## config.mk

```make
export PLATFORM = sky130hd
export DESIGN_NAME = alu_operand_stage
export DESIGN_NICKNAME = d
export VERILOG_FILES = /design/src/rtl/alu_operand_stage_pkg.sv /design/src/rtl/alu_operand_stage_reg_file.sv /design/src/rtl/alu_operand_stage.sv
export SDC_FILE = /design/constraint.sdc
export NUM_CORES = 1
export LEC_CHECK = 0
export CAP_MARGIN = 20
export CORE_AREA = 10 10 129 131
export DETAILED_ROUTE_END_ITERATION = 16
export DIE_AREA = 0 0 139 141
export PLACE_DENSITY = 0.95
export SLEW_MARGIN = 20
export SYNTH_ARGS = -nofsm -noshare
export SYNTH_HDL_FRONTEND = slang
export SYNTH_SLANG_ARGS = --single-unit
```

## constraint.sdc

```tcl
create_clock -name clk -period 3.9 [get_ports clk]
set_input_delay 0.585 -clock clk [delete_from_list [all_inputs] [get_ports clk]]
set_output_delay 0.585 -clock clk [all_outputs]
set_load 0.01 [all_outputs]
```

## src/rtl/alu_operand_stage_pkg.sv

```systemverilog
// rtl/alu_operand_stage_pkg.sv - opcode, ALUK and instruction field constants for the operand stage
package alu_operand_stage_pkg;

    localparam logic [3:0] OP_ADD = 4'b0001;
    localparam logic [3:0] OP_AND = 4'b0101;
    localparam logic [3:0] OP_NOT = 4'b1001;

    // Shared with the ALU, so keep these encodings in lockstep with it
    localparam logic [1:0] ALUK_ADD = 2'b00;
    localparam logic [1:0] ALUK_AND = 2'b01;
    localparam logic [1:0] ALUK_NOT = 2'b10;

    localparam int OPC_MSB  = 15;
    localparam int OPC_LSB  = 12;
    localparam int DR_MSB   = 11;
    localparam int DR_LSB   = 9;
    localparam int SR1_MSB  = 8;
    localparam int SR1_LSB  = 6;
    localparam int IMM_FLAG = 5;
    localparam int IMM_MSB  = 4;
    localparam int IMM_LSB  = 0;
    localparam int SR2_MSB  = 2;
    localparam int SR2_LSB  = 0;

endpackage

```

## src/rtl/alu_operand_stage_reg_file.sv

```systemverilog
// rtl/alu_operand_stage_reg_file.sv - 2-read 1-write register file with write-to-read bypass
module reg_file_2r1w #(
    parameter int DATA_SIZE  = 16,
    parameter int REG_NUM    = 8,
    parameter int REG_ADDR_W = 3
) (
    input  logic                  clk,
    input  logic                  rst_n,
    input  logic [REG_ADDR_W-1:0] rd_addr_a,
    output logic [DATA_SIZE-1:0]  rd_data_a,
    input  logic [REG_ADDR_W-1:0] rd_addr_b,
    output logic [DATA_SIZE-1:0]  rd_data_b,
    input  logic                  wr_en,
    input  logic [REG_ADDR_W-1:0] wr_addr,
    input  logic [DATA_SIZE-1:0]  wr_data
);

    logic [DATA_SIZE-1:0] regs [REG_NUM];

    always_ff @(posedge clk or negedge rst_n) begin
        if (!rst_n) begin
            for (int i = 0; i < REG_NUM; i++) begin
                regs[i] <= '0;
            end
        end else if (wr_en) begin
            regs[wr_addr] <= wr_data;
        end
    end

    // Same-cycle writeback is forwarded so the issuing instruction sees the new value
    assign rd_data_a = (wr_en && wr_addr == rd_addr_a) ? wr_data : regs[rd_addr_a];
    assign rd_data_b = (wr_en && wr_addr == rd_addr_b) ? wr_data : regs[rd_addr_b];

endmodule

```

## src/rtl/alu_operand_stage.sv

```systemverilog
// rtl/alu_operand_stage.sv - decodes ADD/AND/NOT, reads operands and holds them in one output slot
module alu_operand_stage
    import alu_operand_stage_pkg::*;
#(
    parameter int DATA_SIZE  = 16,
    parameter int REG_NUM    = 8,
    parameter int REG_ADDR_W = 3
) (
    input  logic                  clk,
    input  logic                  rst_n,
    input  logic                  in_valid,
    output logic                  in_ready,
    input  logic [15:0]           instr,
    output logic                  out_valid,
    input  logic                  out_ready,
    output logic [DATA_SIZE-1:0]  OP_A,
    output logic [DATA_SIZE-1:0]  OP_B,
    output logic [1:0]            ALUK,
    output logic [REG_ADDR_W-1:0] out_dr,
    output logic                  illegal,
    input  logic                  wb_en,
    input  logic [REG_ADDR_W-1:0] wb_addr,
    input  logic [DATA_SIZE-1:0]  wb_data
);

    logic [3:0]            opcode;
    logic [DATA_SIZE-1:0]  rd_a;
    logic [DATA_SIZE-1:0]  rd_b;
    logic [DATA_SIZE-1:0]  imm_ext;
    logic                  legal;
    logic [1:0]            aluk_d;
    logic [DATA_SIZE-1:0]  op_b_d;
    logic                  accept;
    logic                  transfer;

    assign opcode   = instr[OPC_MSB:OPC_LSB];
    assign in_ready = !out_valid || out_ready;
    assign accept   = in_valid && in_ready;
    assign transfer = out_valid && out_ready;
    assign imm_ext  = {{(DATA_SIZE-5){instr[IMM_MSB]}}, instr[IMM_MSB:IMM_LSB]};

    reg_file_2r1w #(
        .DATA_SIZE (DATA_SIZE),
        .REG_NUM   (REG_NUM),
        .REG_ADDR_W(REG_ADDR_W)
    ) u_reg_file (
        .clk      (clk),
        .rst_n    (rst_n),
        .rd_addr_a(instr[SR1_MSB:SR1_LSB]),
        .rd_data_a(rd_a),
        .rd_addr_b(instr[SR2_MSB:SR2_LSB]),
        .rd_data_b(rd_b),
        .wr_en    (wb_en),
        .wr_addr  (wb_addr),
        .wr_data  (wb_data)
    );

    always_comb begin
        legal  = 1'b1;
        aluk_d = ALUK_ADD;
        op_b_d = instr[IMM_FLAG] ? imm_ext : rd_b;
        case (opcode)
            OP_ADD: aluk_d = ALUK_ADD;
            OP_AND: aluk_d = ALUK_AND;
            OP_NOT: begin
                aluk_d = ALUK_NOT;
                op_b_d = '0;
            end
            default: legal = 1'b0;
        endcase
    end

    // Illegal instructions are consumed but never touch the data fields
    always_ff @(posedge clk or negedge rst_n) begin
        if (!rst_n) begin
            out_valid <= 1'b0;
            OP_A      <= '0;
            OP_B      <= '0;
            ALUK      <= ALUK_ADD;
            out_dr    <= '0;
            illegal   <= 1'b0;
        end else begin
            illegal <= accept && !legal;
            if (accept && legal) begin
                out_valid <= 1'b1;
                OP_A      <= rd_a;
                OP_B      <= op_b_d;
                ALUK      <= aluk_d;
                out_dr    <= instr[DR_MSB:DR_LSB];
            end else if (transfer) begin
                out_valid <= 1'b0;
            end
        end
    end

endmodule

```

==> results.toml <==
[status]
status = "completed"

[setup_path]
worstPathArrival_ps = 3170
critPathMaxFanout = 15
cpMaxStageDelayCell = "nand4_1"
reg2reg_slack_ps = 1630
cpPeakStageDelay_ps = 950
path_cells = "clkdlybuf4s50_1 > nand4_1 > buf_4 > nand2_1 > o21ai_0"
r2r_cells = 4
reg2reg_to = "OP_B[11]"
reg2reg_from = "out_valid"
crit_path_end_kind = "register"
crit_required_ps = 4170
cp-start-kind = "primary input"
crit_type = "in2reg"

[yosys]
synth.area.top_cells = "dfrtp_1 (49%), mux2_2 (13%), mux4_1 (9.2%), mux4_2 (8.9%), o21ai_0 (2.8%)"
syn_nets = 666
synth_fa_ha_area_frac = 0
syn_avg_cell_area_um2 = 13.7
synth.distinct_cells = 40
synth_seq_cells = 167
synth_top_area_frac = 0.486
synth_ff_type = "dfrtp_1"
synth_top_cell_by_area = "dfrtp_1"
synth_mux_area_frac = 0.325
async_reset_ff_frac = 1.00
synth-xor-area-share = 0.00612
synth_cells = 626
synth-seq-area-share = 0.486
yosys_warnings = 0
synth_area_um2 = 8590
synth_edf_count = 0
synthSimpleGateAreaFrac = 0.0620
synth_compound_area_frac = 0.0807
synth_top_family_by_area = "multiplexers"

[die]
initial_core_util = 0.605
dieHeight_um = 141
die_w_um = 139
coreArea_um2 = 14200
rows = 44
boundaryPins = 80
die_area_um2 = 19600

[clocking]
clk_latency_ps = 440
htree_num_levels = 4
postCtsSetupBuffers = 0
path_clk_slew_ps = 60
ctsHoldBuffers = 0
postCtsResizedCells = 0
clock-root-buffer = "clkbuf_16"
cts_sinks = 167
cts-buffers-inserted = 17
cts_tree = "yes"
clockBufferDepth = 2

[timing]
fin_ws_ps = 995
fin_crit_sh = 0.745
rsz0062_at_grt = "no"
hold_violations = 0
finalMaxSlewViolations = 0
setup_violations = 0
relSlewSlack = 0.258
fmax_mhz = 344
setup_tns_ps = 0
period_minus_slack_ps = 2910
worst_pin_slew_ps = 1110
fin_skew_ps = 6.36

[placed_design]
post-place-ws_ps = 936
gp_congestion = 0.826
port_buffers = 79
post-dp-hpwl_um = 15600

[worst_hold_path]
min-delay-path-class = "in2async"

[route]
firstDrtPassIters = 6
vias = 6619
viasPerCell = 7.46
drc_errors = 0
drtAntennaViolNets = 0
finalWirelength_um = 26100
drt_iter0_markers = 1133
wl_per_cell_um = 29.5

[global_routing]
grt_pass1_wl_um = 40200
grt_max_degree = 121
grt_usage = 0.263
grt_pass1_vias = 6783
antenna_found_initial = 1
overflow = 0

[final_layout]
drive_gt1_frac = 0.279
synthToLayoutAreaGrowth_pct = 17.5
final_cell_mix = "dfrtp_1 (167), mux2_2 (99), clkdlybuf4s50_1 (76)"
nets = 729
mostFrequentLayoutCell = "dfrtp_1"

[pwr]
p_leak_uw = 0.00431
p_per_area_nw_per_um2 = 552
ir_worst_vdd_v = 0.000359

[flow_run]
cap_violations = 0
[metal layers]
layer | track usage | part of all wire | up-vias
met3 | 0.0853 | 0.12 | 167
met4 | 0.166 | 0.065 | 0
met1 | 0.306 | 0.34 | 3267
li1 | - | - | 2530
met2 | 0.414 | 0.47 | 655
met5 | 0 | 0 | -
[layout make-up]
| cell class | count | area (um^2) |
|---|---|---|
| flip-flops and latches | 167 | 4180 |
| well taps | 184 | 230 |
| diodes | 1 | 2.50 |
| multi-input cells | 389 | 4070 |
| inverters | 17 | 63.8 |
| clock inverters | 12 | 150 |
| fillers | 769 | 4110 |
| repair buffers | 97 | 945 |
| clock buffers | 20 | 457 |
[synth_stat cells (all sizes together) (12+ instances only)]
cell      n
a21oi    14
a221o    16
buf      27
clkbuf   26
dfrtp   167
inv      17
mux2     99
mux2i    12
mux4     64
nand2    60
nor3     14
o21ai    48
o221ai   12
[cells by family after synthesis]
logic type                Yosys count
muxes                             175
and+or+nand+nor                   108
AOI/OAI and AO/OA                 100
xor gates and xnor gates            6
DFF                               167
buffers and inverters              70
[critical path, delay by kind of cell]
kind	cells	cell delay, ps
AND/OR/NAND/NOR	2	1110
buffers and inverters	2	1300
AO/OA/AOI/OAI	1	180
[registers in the layout (all words and copies together) (netlist names)]
register / flops
u_reg_file.regs: 128
OP_A: 16
OP_B: 16
out_dr: 3
ALUK: 2
illegal: 1
out_valid: 1
[per-stage QoR]
step	total power [uW]	cell area (um^2)	utilization	std cells	hold WS, ps
4_1_cts	5530	10100	0.710	886	369
3_3_place_gp	3610	9480	0.668	854	470
6_report	5570	10100	0.711	887	288
5_1_grt	5730	10100	0.711	886	346
3_5_place_dp	3740	9480	0.668	854	484
2_1_floorplan	3150	8590	-	626	289
[report_power, final]
part	total [uW]	switching, uW	internal [uW]
Combinational	1360	573	789
Clock	1750	714	1040
Sequential	2450	337	2120
[worst max path at each step]
stage,endpoint,start
3_3_place_gp,OP_B[15],wb_addr[1]
6_report,u_reg_file.regs[7],wb_addr[1]
4_1_cts,u_reg_file.regs[7],wb_addr[2]
5_1_grt,u_reg_file.regs[7],wb_addr[1]
2_1_floorplan,OP_A[0],instr[7]
3_5_place_dp,OP_B[14],wb_addr[2]
No activity file was read; power rests on OpenSTA's default activity.
